`config.mk`:
```
export PLATFORM = sky130hd
export DESIGN_NAME = alu_mul_sequencer
export DESIGN_NICKNAME = d
export VERILOG_FILES = /design/src/rtl/alu_pkg.sv /design/src/rtl/alu_mul_sequencer.sv
export SDC_FILE = /design/constraint.sdc
export NUM_CORES = 1
export LEC_CHECK = 0
export BUFFER_PORTS_ARGS = -buffer_cell sky130_fd_sc_hd__buf_2
export CORE_MARGIN = 2
export CORE_UTILIZATION = 54
export DETAILED_ROUTE_END_ITERATION = 8
export PLACE_DENSITY = 0.95
export SKIP_CTS_REPAIR_TIMING = 1
export SYNTH_ARGS = -nofsm -noshare
export SYNTH_HDL_FRONTEND = slang
export SYNTH_SLANG_ARGS = --single-unit
```
`constraint.sdc`:
```
create_clock -name clk -period 2.4 [get_ports clk]
set_input_delay 0 -clock clk [delete_from_list [all_inputs] [get_ports clk]]
set_output_delay 0 -clock clk [all_outputs]
set_load 0.03 [all_outputs]
```
`src/rtl/alu_pkg.sv`:
```
// Shared ALU definitions: opSel encodings and default widths used by the ALU
// and by every block that borrows it.
package alu_pkg;
    localparam int ALU_DATA_WIDTH = 32;
    localparam int ALU_SEL_WIDTH  = 4;

    localparam logic [ALU_SEL_WIDTH-1:0] OP_ADD = 4'd0;
    localparam logic [ALU_SEL_WIDTH-1:0] OP_SUB = 4'd1;
    localparam logic [ALU_SEL_WIDTH-1:0] OP_AND = 4'd2;
    localparam logic [ALU_SEL_WIDTH-1:0] OP_OR  = 4'd3;
    localparam logic [ALU_SEL_WIDTH-1:0] OP_SLT = 4'd4;
    localparam logic [ALU_SEL_WIDTH-1:0] OP_XOR = 4'd5;
    localparam logic [ALU_SEL_WIDTH-1:0] OP_NOR = 4'd6;
    localparam logic [ALU_SEL_WIDTH-1:0] OP_SLL = 4'd7;
    localparam logic [ALU_SEL_WIDTH-1:0] OP_SLR = 4'd8;
endpackage

```
`src/rtl/alu_mul_sequencer.sv`:
```
// Shift-add unsigned multiplier that borrows the shared ALU for every
// arithmetic step; product is the low DATA_WIDTH bits of a*b.
//
//  state | meaning
//  IDLE  | waiting for start; ALU released
//  ADD   | acc <= acc + mcand (current multiplier bit set)
//  SHL   | mcand <= mcand << 1
//  SHR   | mplier <= mplier >> 1; finish once it reaches zero
//  DONE  | product valid, done pulse
module alu_mul_sequencer
    import alu_pkg::*;
#(
    parameter int DATA_WIDTH = ALU_DATA_WIDTH,
    parameter int SEL_WIDTH  = ALU_SEL_WIDTH
) (
    input  logic                  clk,
    input  logic                  rst_n,
    input  logic                  start,
    input  logic                  flush,
    input  logic [DATA_WIDTH-1:0] a,
    input  logic [DATA_WIDTH-1:0] b,
    output logic                  busy,
    output logic                  done,
    output logic [DATA_WIDTH-1:0] product,
    output logic                  alu_own,
    output logic [DATA_WIDTH-1:0] alu_op1,
    output logic [DATA_WIDTH-1:0] alu_op2,
    output logic [SEL_WIDTH-1:0]  alu_opsel,
    output logic [4:0]            alu_shamt,
    input  logic [DATA_WIDTH-1:0] alu_result,
    input  logic                  alu_zero
);
    typedef enum logic [2:0] {
        S_IDLE,
        S_ADD,
        S_SHL,
        S_SHR,
        S_DONE
    } state_t;

    state_t                state;
    logic [DATA_WIDTH-1:0] acc;
    logic [DATA_WIDTH-1:0] mcand;
    logic [DATA_WIDTH-1:0] mplier;

    // A flush freezes the datapath so product keeps the partial acc.
    always_ff @(posedge clk or negedge rst_n) begin
        if (!rst_n) begin
            state  <= S_IDLE;
            acc    <= '0;
            mcand  <= '0;
            mplier <= '0;
        end else if (flush) begin
            state <= S_IDLE;
        end else begin
            case (state)
                S_IDLE: begin
                    if (start) begin
                        acc    <= '0;
                        mcand  <= a;
                        mplier <= b;
                        if (b == '0)     state <= S_DONE;
                        else if (b[0])   state <= S_ADD;
                        else             state <= S_SHL;
                    end
                end
                S_ADD: begin
                    acc   <= alu_result;
                    state <= S_SHL;
                end
                S_SHL: begin
                    mcand <= alu_result;
                    state <= S_SHR;
                end
                S_SHR: begin
                    mplier <= alu_result;
                    if (alu_zero)           state <= S_DONE;
                    else if (alu_result[0]) state <= S_ADD;
                    else                    state <= S_SHL;
                end
                S_DONE:  state <= S_IDLE;
                default: state <= S_IDLE;
            endcase
        end
    end

    assign busy    = (state != S_IDLE);
    assign done    = (state == S_DONE);
    assign product = acc;

    always_comb begin
        alu_own   = 1'b0;
        alu_op1   = '0;
        alu_op2   = '0;
        alu_opsel = '0;
        alu_shamt = '0;
        case (state)
            S_ADD: begin
                alu_own   = 1'b1;
                alu_op1   = acc;
                alu_op2   = mcand;
                alu_opsel = SEL_WIDTH'(OP_ADD);
            end
            S_SHL: begin
                alu_own   = 1'b1;
                alu_op1   = mcand;
                alu_opsel = SEL_WIDTH'(OP_SLL);
                alu_shamt = 5'd1;
            end
            S_SHR: begin
                alu_own   = 1'b1;
                alu_op1   = mplier;
                alu_opsel = SEL_WIDTH'(OP_SLR);
                alu_shamt = 5'd1;
            end
            default: ;
        endcase
    end
endmodule
```
# Yosys cells after proc, flatten, opt, wreduce, memory -nomap -nowiden
# Cells that the tools add are included.
dict set report word_totals {
  register_bits 99
  inputBits 101
  out_inout_bits 108
  elab_cells 40
}
dict set report classes {
  n_eq_ne 6
  muxes 18
  bitwise 1
  reduce_logical 11
}
# op count
set ops {}
lappend ops {{32-bit one-hot mux with 2 select lines} 3}
lappend ops {{32-bit two-way mux} 4}
lappend ops {{32-bit one-hot mux with 3 select lines} 1}
lappend ops {{32-bit logical NOT} 1}
lappend ops {{3-bit two-way mux} 4}
lappend ops {{3-bit one-hot mux with 4 select lines} 1}
lappend ops {{3-bit AND reduction} 3}
lappend ops {{4-bit one-hot mux with 2 select lines} 1}
lappend ops {{3-bit by 2-bit == test with 1-bit output (second input constant)} 2}
lappend ops {{2-bit nonzero test} 3}
lappend ops {{2-bit two-way mux} 2}
lappend ops {{3-bit by 1-bit == test with 1-bit output (second input constant)} 1}
lappend ops {{3-bit == test (second input constant)} 1}
lappend ops {{3-bit logical NOT} 1}
lappend ops {{3-bit != test (second input constant)} 1}
lappend ops {{3-bit nonzero test} 1}
lappend ops {{3-bit OR reduction} 1}
lappend ops {{1-bit two-way mux} 2}
lappend ops {{2-bit != test (second input constant)} 1}
lappend ops {{2-bit OR reduction} 1}
lappend ops {{1-bit NOT} 1}

# Logic depth before layout (Yosys ltp)
dict set report depth {
  word_depth 5
  ltp_mapped 7
  ltp_nobuf 4
}

# Worst setup path after synthesis
# OpenSTA, ideal clock, no wires.
dict set report synth_timing {
  path_kind {register to output}
  from {register state[1]}
  to {output alu_op1[15]}
  arrival_ps 1641
  required_ps 2400
  setup_slack_ps 759
  path_stages_with_launch 7
  n_path_buf 3
  path_cell_list {dfrtp_1 -> buf_6 -> buf_6 -> nor2_1 -> clkbuf_1 -> a22oi_1 -> nor2_1}
}
dict set report synth_between {
  elab_chain_len 2
  elab_cells_between_ends 4
  cone_classes {3 x eq/ne; 1 x mux}
}
# element line_no
set synth_lines {}
lappend synth_lines {{start: declaration} alu_mul_sequencer.sv:41} ;# state_t state;
lappend synth_lines {{start signal: assignment} alu_mul_sequencer.sv:49} ;# state <= S_IDLE;
lappend synth_lines {{start signal: assignment} alu_mul_sequencer.sv:54} ;# state <= S_IDLE;
lappend synth_lines {{start signal: assignment} alu_mul_sequencer.sv:62} ;# if (b == '0) state <= S_DONE;
lappend synth_lines {{3-bit by 2-bit == test with 1-bit output / 3-bit by 1-bit == test with 1-bit output (equally long branches)} alu_mul_sequencer.sv:97} ;# case (state)
lappend synth_lines {{32-bit one-hot mux with 3 select lines (*)} alu_mul_sequencer.sv:97}
lappend synth_lines {{end: declaration} alu_mul_sequencer.sv:26} ;# output logic [DATA_WIDTH-1:0] alu_op1,
# Mark *: on every way between the ends. The rest lies on a longest branch, timed or not.

# Worst setup path after layout
dict set report layout_timing {
  from {register state[0]}
  to {output alu_op1[27]}
}
# The elaborated chain is that of the path after synthesis.

==> summary.md <==
| Metric | Value |
|---|---|
| Setup TNS | `0 ps` |
| Root buffer cell | `clkbuf_8` |
| Ys Warns | `0` |
| Worst slew margin | `0.561` |
| Min Tclk post-route | `2200 ps` |
| # IOs | `209` |
| CP arrival | `2200 ps` |
| Hold path start | `a[0]` |
| Area occupied by multi-input gates | `2700 µm²` |
| Drt via density | `6.00` |
| Clk sink count | `99` |
| Clk buf depth | `2` |
| Critical path endpoint category | `output pin` |
| Final setup fails | `0` |
| Sequential cell area fraction in the yosys report | `0.453` |
| Fin cells | `958` |
| Vias post-DR | `5,744` |
| PD cells | `913 nW/µm²` |
| Drt first pass iters | `6` |
| LEAKAGE | `3.81 nW` |
| Initial core utilization | `0.557` |
| Initial antenna violation count | `1` |
| Core Region | `9820 µm²` |
| Die width | `105 µm` |
| Worst path required time | `2400 ps` |
| RR Startpoint | `state[2]$_DFFE_PN0P_` |
| Register Area | `2480 µm²` |
| Nature of the critical path startpoint | `flip-flop` |
| Clk pin slew, worst setup/hold paths | `100 ps` |
| Syn_area_per_cell | `10.1 µm²` |
| Hold endpoint | `mcand[0]$_DFFE_PN0P_` |
| Maximum clock rate | `0.454 GHz` |
| RePlAce Congestion | `0.903` |
| Fin. Hold Viols | `1` |
| Final Max Slew Viols | `0` |
| CTS tree | `built` |
| Worst r2r path cells | `5` |
| GR Util All Layers | `0.305` |
| Worst Path Max Fanout | `32` |
| Cell area after synthesis | `5470 µm²` |
| DRC Markers | `0` |
| IO buf count | `204` |
| Reg-to-reg endpoint | `mplier[28]$_DFFE_PN0P_` |
| Die Ht | `105 µm` |
| GR Overflow Total | `0` |
| Total clock buffers created by CTS | `9` |
| Initial DRC Count | `522` |
| Fin Hold WS | `-21.6 ps` |
| Total Wirelength | `19,600 µm` |
| HPWL after DPL | `11,700 µm` |
| FP Rows | `36` |
| Failing checks | `negative hold slack` |
| VDD IR-drop max | `0.000521 V` |
| Drt wl/cell | `20.5 µm` |
| Most common cell after layout, fill and taps aside | `buf_2` |
| Worst-Skew Late Latency | `360 ps` |
| Placed Cells incl. Taps | `849` |
| Final Net Count | `920` |
| Yosys cell types | `34` |
| Worst-margin pin slew | `652 ps` |
| Hold/Removal Path Class | `input port to flip-flop` |
| Max-Cap Viols | `0` |
| Status | `complete, but fails checks` |
| DIE AREA | `11,000 µm²` |
| Antenna Nets Post-Route | `0` |
| Worst Skew | `11.6 ps` |
| Reg2reg setup slack | `470 ps` |
| Synth-to-Final Area Change | `40.2%` |
| Largest net degree at the start of global routing | `65` |
| Cells after Synth | `543` |
| RSZ-0062 raised after global routing | `false` |
| Vias in the first global route | `5,149` |
| Global-route wire length before repair | `26,500 µm` |
| Fraction of layout cells with a size suffix above 1 | `0.341` |
| WHS Path Cells | `3` |
| Fill count | `636` |
| Total number of H-tree levels | `3` |
| Yosys reg bits | `99` |
| Tcrit/Tclk final | `0.918` |
| WS Path Type | `flip-flop to output pin` |
| Commonest non-fill, non-tap cells in the layout | `203 x buf_2, 97 x dfrtp_1, 92 x dlygate4sd3_1` |
[cells in the mapped netlist]
cell type / instances / area share
nor3b_1: 1 / 0.0014
nor2b_1: 1 / 0.0011
o211ai_1: 1 / 0.0014
or3_4: 1 / 0.0021
nor2b_4: 1 / 0.0025
o41ai_1: 1 / 0.0016
a41o_1: 1 / 0.0018
o21ai_2: 1 / 0.0016
and2_1: 36 / 0.041
nor4_1: 9 / 0.010
nand4_1: 2 / 0.0023
o31ai_2: 1 / 0.0023
nand2_1: 65 / 0.045
nand2b_1: 1 / 0.0011
clkbuf_1: 16 / 0.011
nor2_1: 37 / 0.025
conb_1: 1 / 0.00069
nor2_4: 1 / 0.0021
nor3_2: 1 / 0.0018
o21ai_1: 39 / 0.036
buf_4: 8 / 0.011
buf_6: 11 / 0.023
inv_1: 1 / 0.00069
mux2i_1: 64 / 0.12
a21oi_1: 1 / 0.00091
dfrtp_1: 99 / 0.45
nand3b_1: 1 / 0.0014
buf_2: 16 / 0.015
or2_1: 1 / 0.0011
buf_1: 1 / 0.00069
mux2_2: 32 / 0.066
a22oi_1: 32 / 0.044
a22o_1: 32 / 0.051
o21ai_0: 27 / 0.025
[flip-flops by register name, indices dropped and copies added, names as in the netlist]
| name | cells |
|---|---|
| mcand | 32 |
| product | 32 |
| state | 3 |
| mplier | 32 |
[power by group]
group | total, W | switching (W) | internal [W]
Combinational | 0.00319 | 0.00198 | 0.00121
Clock | 0.00115 | 0.000573 | 0.000582
Sequential | 0.00267 | 0.000425 | 0.00224
Total | 0.00701 | 0.00298 | 0.00403
[stage by stage]
step	utilization	instance area [µm²]	worst slack (ps)	power, W
finish	0.782	7670	196	0.00701
global route	0.782	7670	81.8	0.00737
CTS	0.688	6750	228	0.00679
detailed placement	0.666	6540	562	0.00564
global placement	0.666	6540	627	0.00551
floorplan	-	5490	759	0.00475
[worst max-delay path: stages, from the launching register on]
cell and delay [ps]:
dfrtp_2 580, inv_1 180, nor2_2 100, buf_4 390, a22oi_1 200, nor2_1 150
buf_2 230
[worst max path at each step]
stage                    startpoint                endpoint  cells past startpoint
2_1_floorplan  state[1]$_DFFE_PN0P_             alu_op1[15]                      6
3_3_place_gp   state[2]$_DFFE_PN0P_  mplier[28]$_DFFE_PN0P_                      5
3_5_place_dp   state[2]$_DFFE_PN0P_  mplier[25]$_DFFE_PN0P_                      5
4_1_cts        state[0]$_DFFE_PN0P_             alu_op1[27]                      6
5_1_grt        state[0]$_DFFE_PN0P_             alu_op1[27]                      6
6_report       state[0]$_DFFE_PN0P_             alu_op1[27]                      6
[metal layers]
metal / vias to the layer above / wire length [µm] / global-route usage
met5: - / 0 / 0
met4: 0 / 915 / 0.116
met3: 86 / 1790 / 0.0480
met2: 444 / 9630 / 0.513
met1: 2736 / 7290 / 0.397
li1: 2478 / - / -
[cells by family after synthesis]
family                 share of synthesized area
DFF                                        0.453
AOI/OAI and AO/OA                          0.165
other                                   0.000685
buffers and inverters                     0.0606
and+or+nand+nor                            0.138
muxes                                      0.183
[area by class of cell]
cell class              instances  share of cell area
diodes                          1            0.000326
repair buffers                314               0.276
flip-flops and latches         99               0.323
clock buffers                  10              0.0166
multi-input cells             394               0.351
well taps                     133              0.0217
inverters                       1            0.000489
clock inverters                 6              0.0104
No activity file was read; power rests on OpenSTA's default activity.
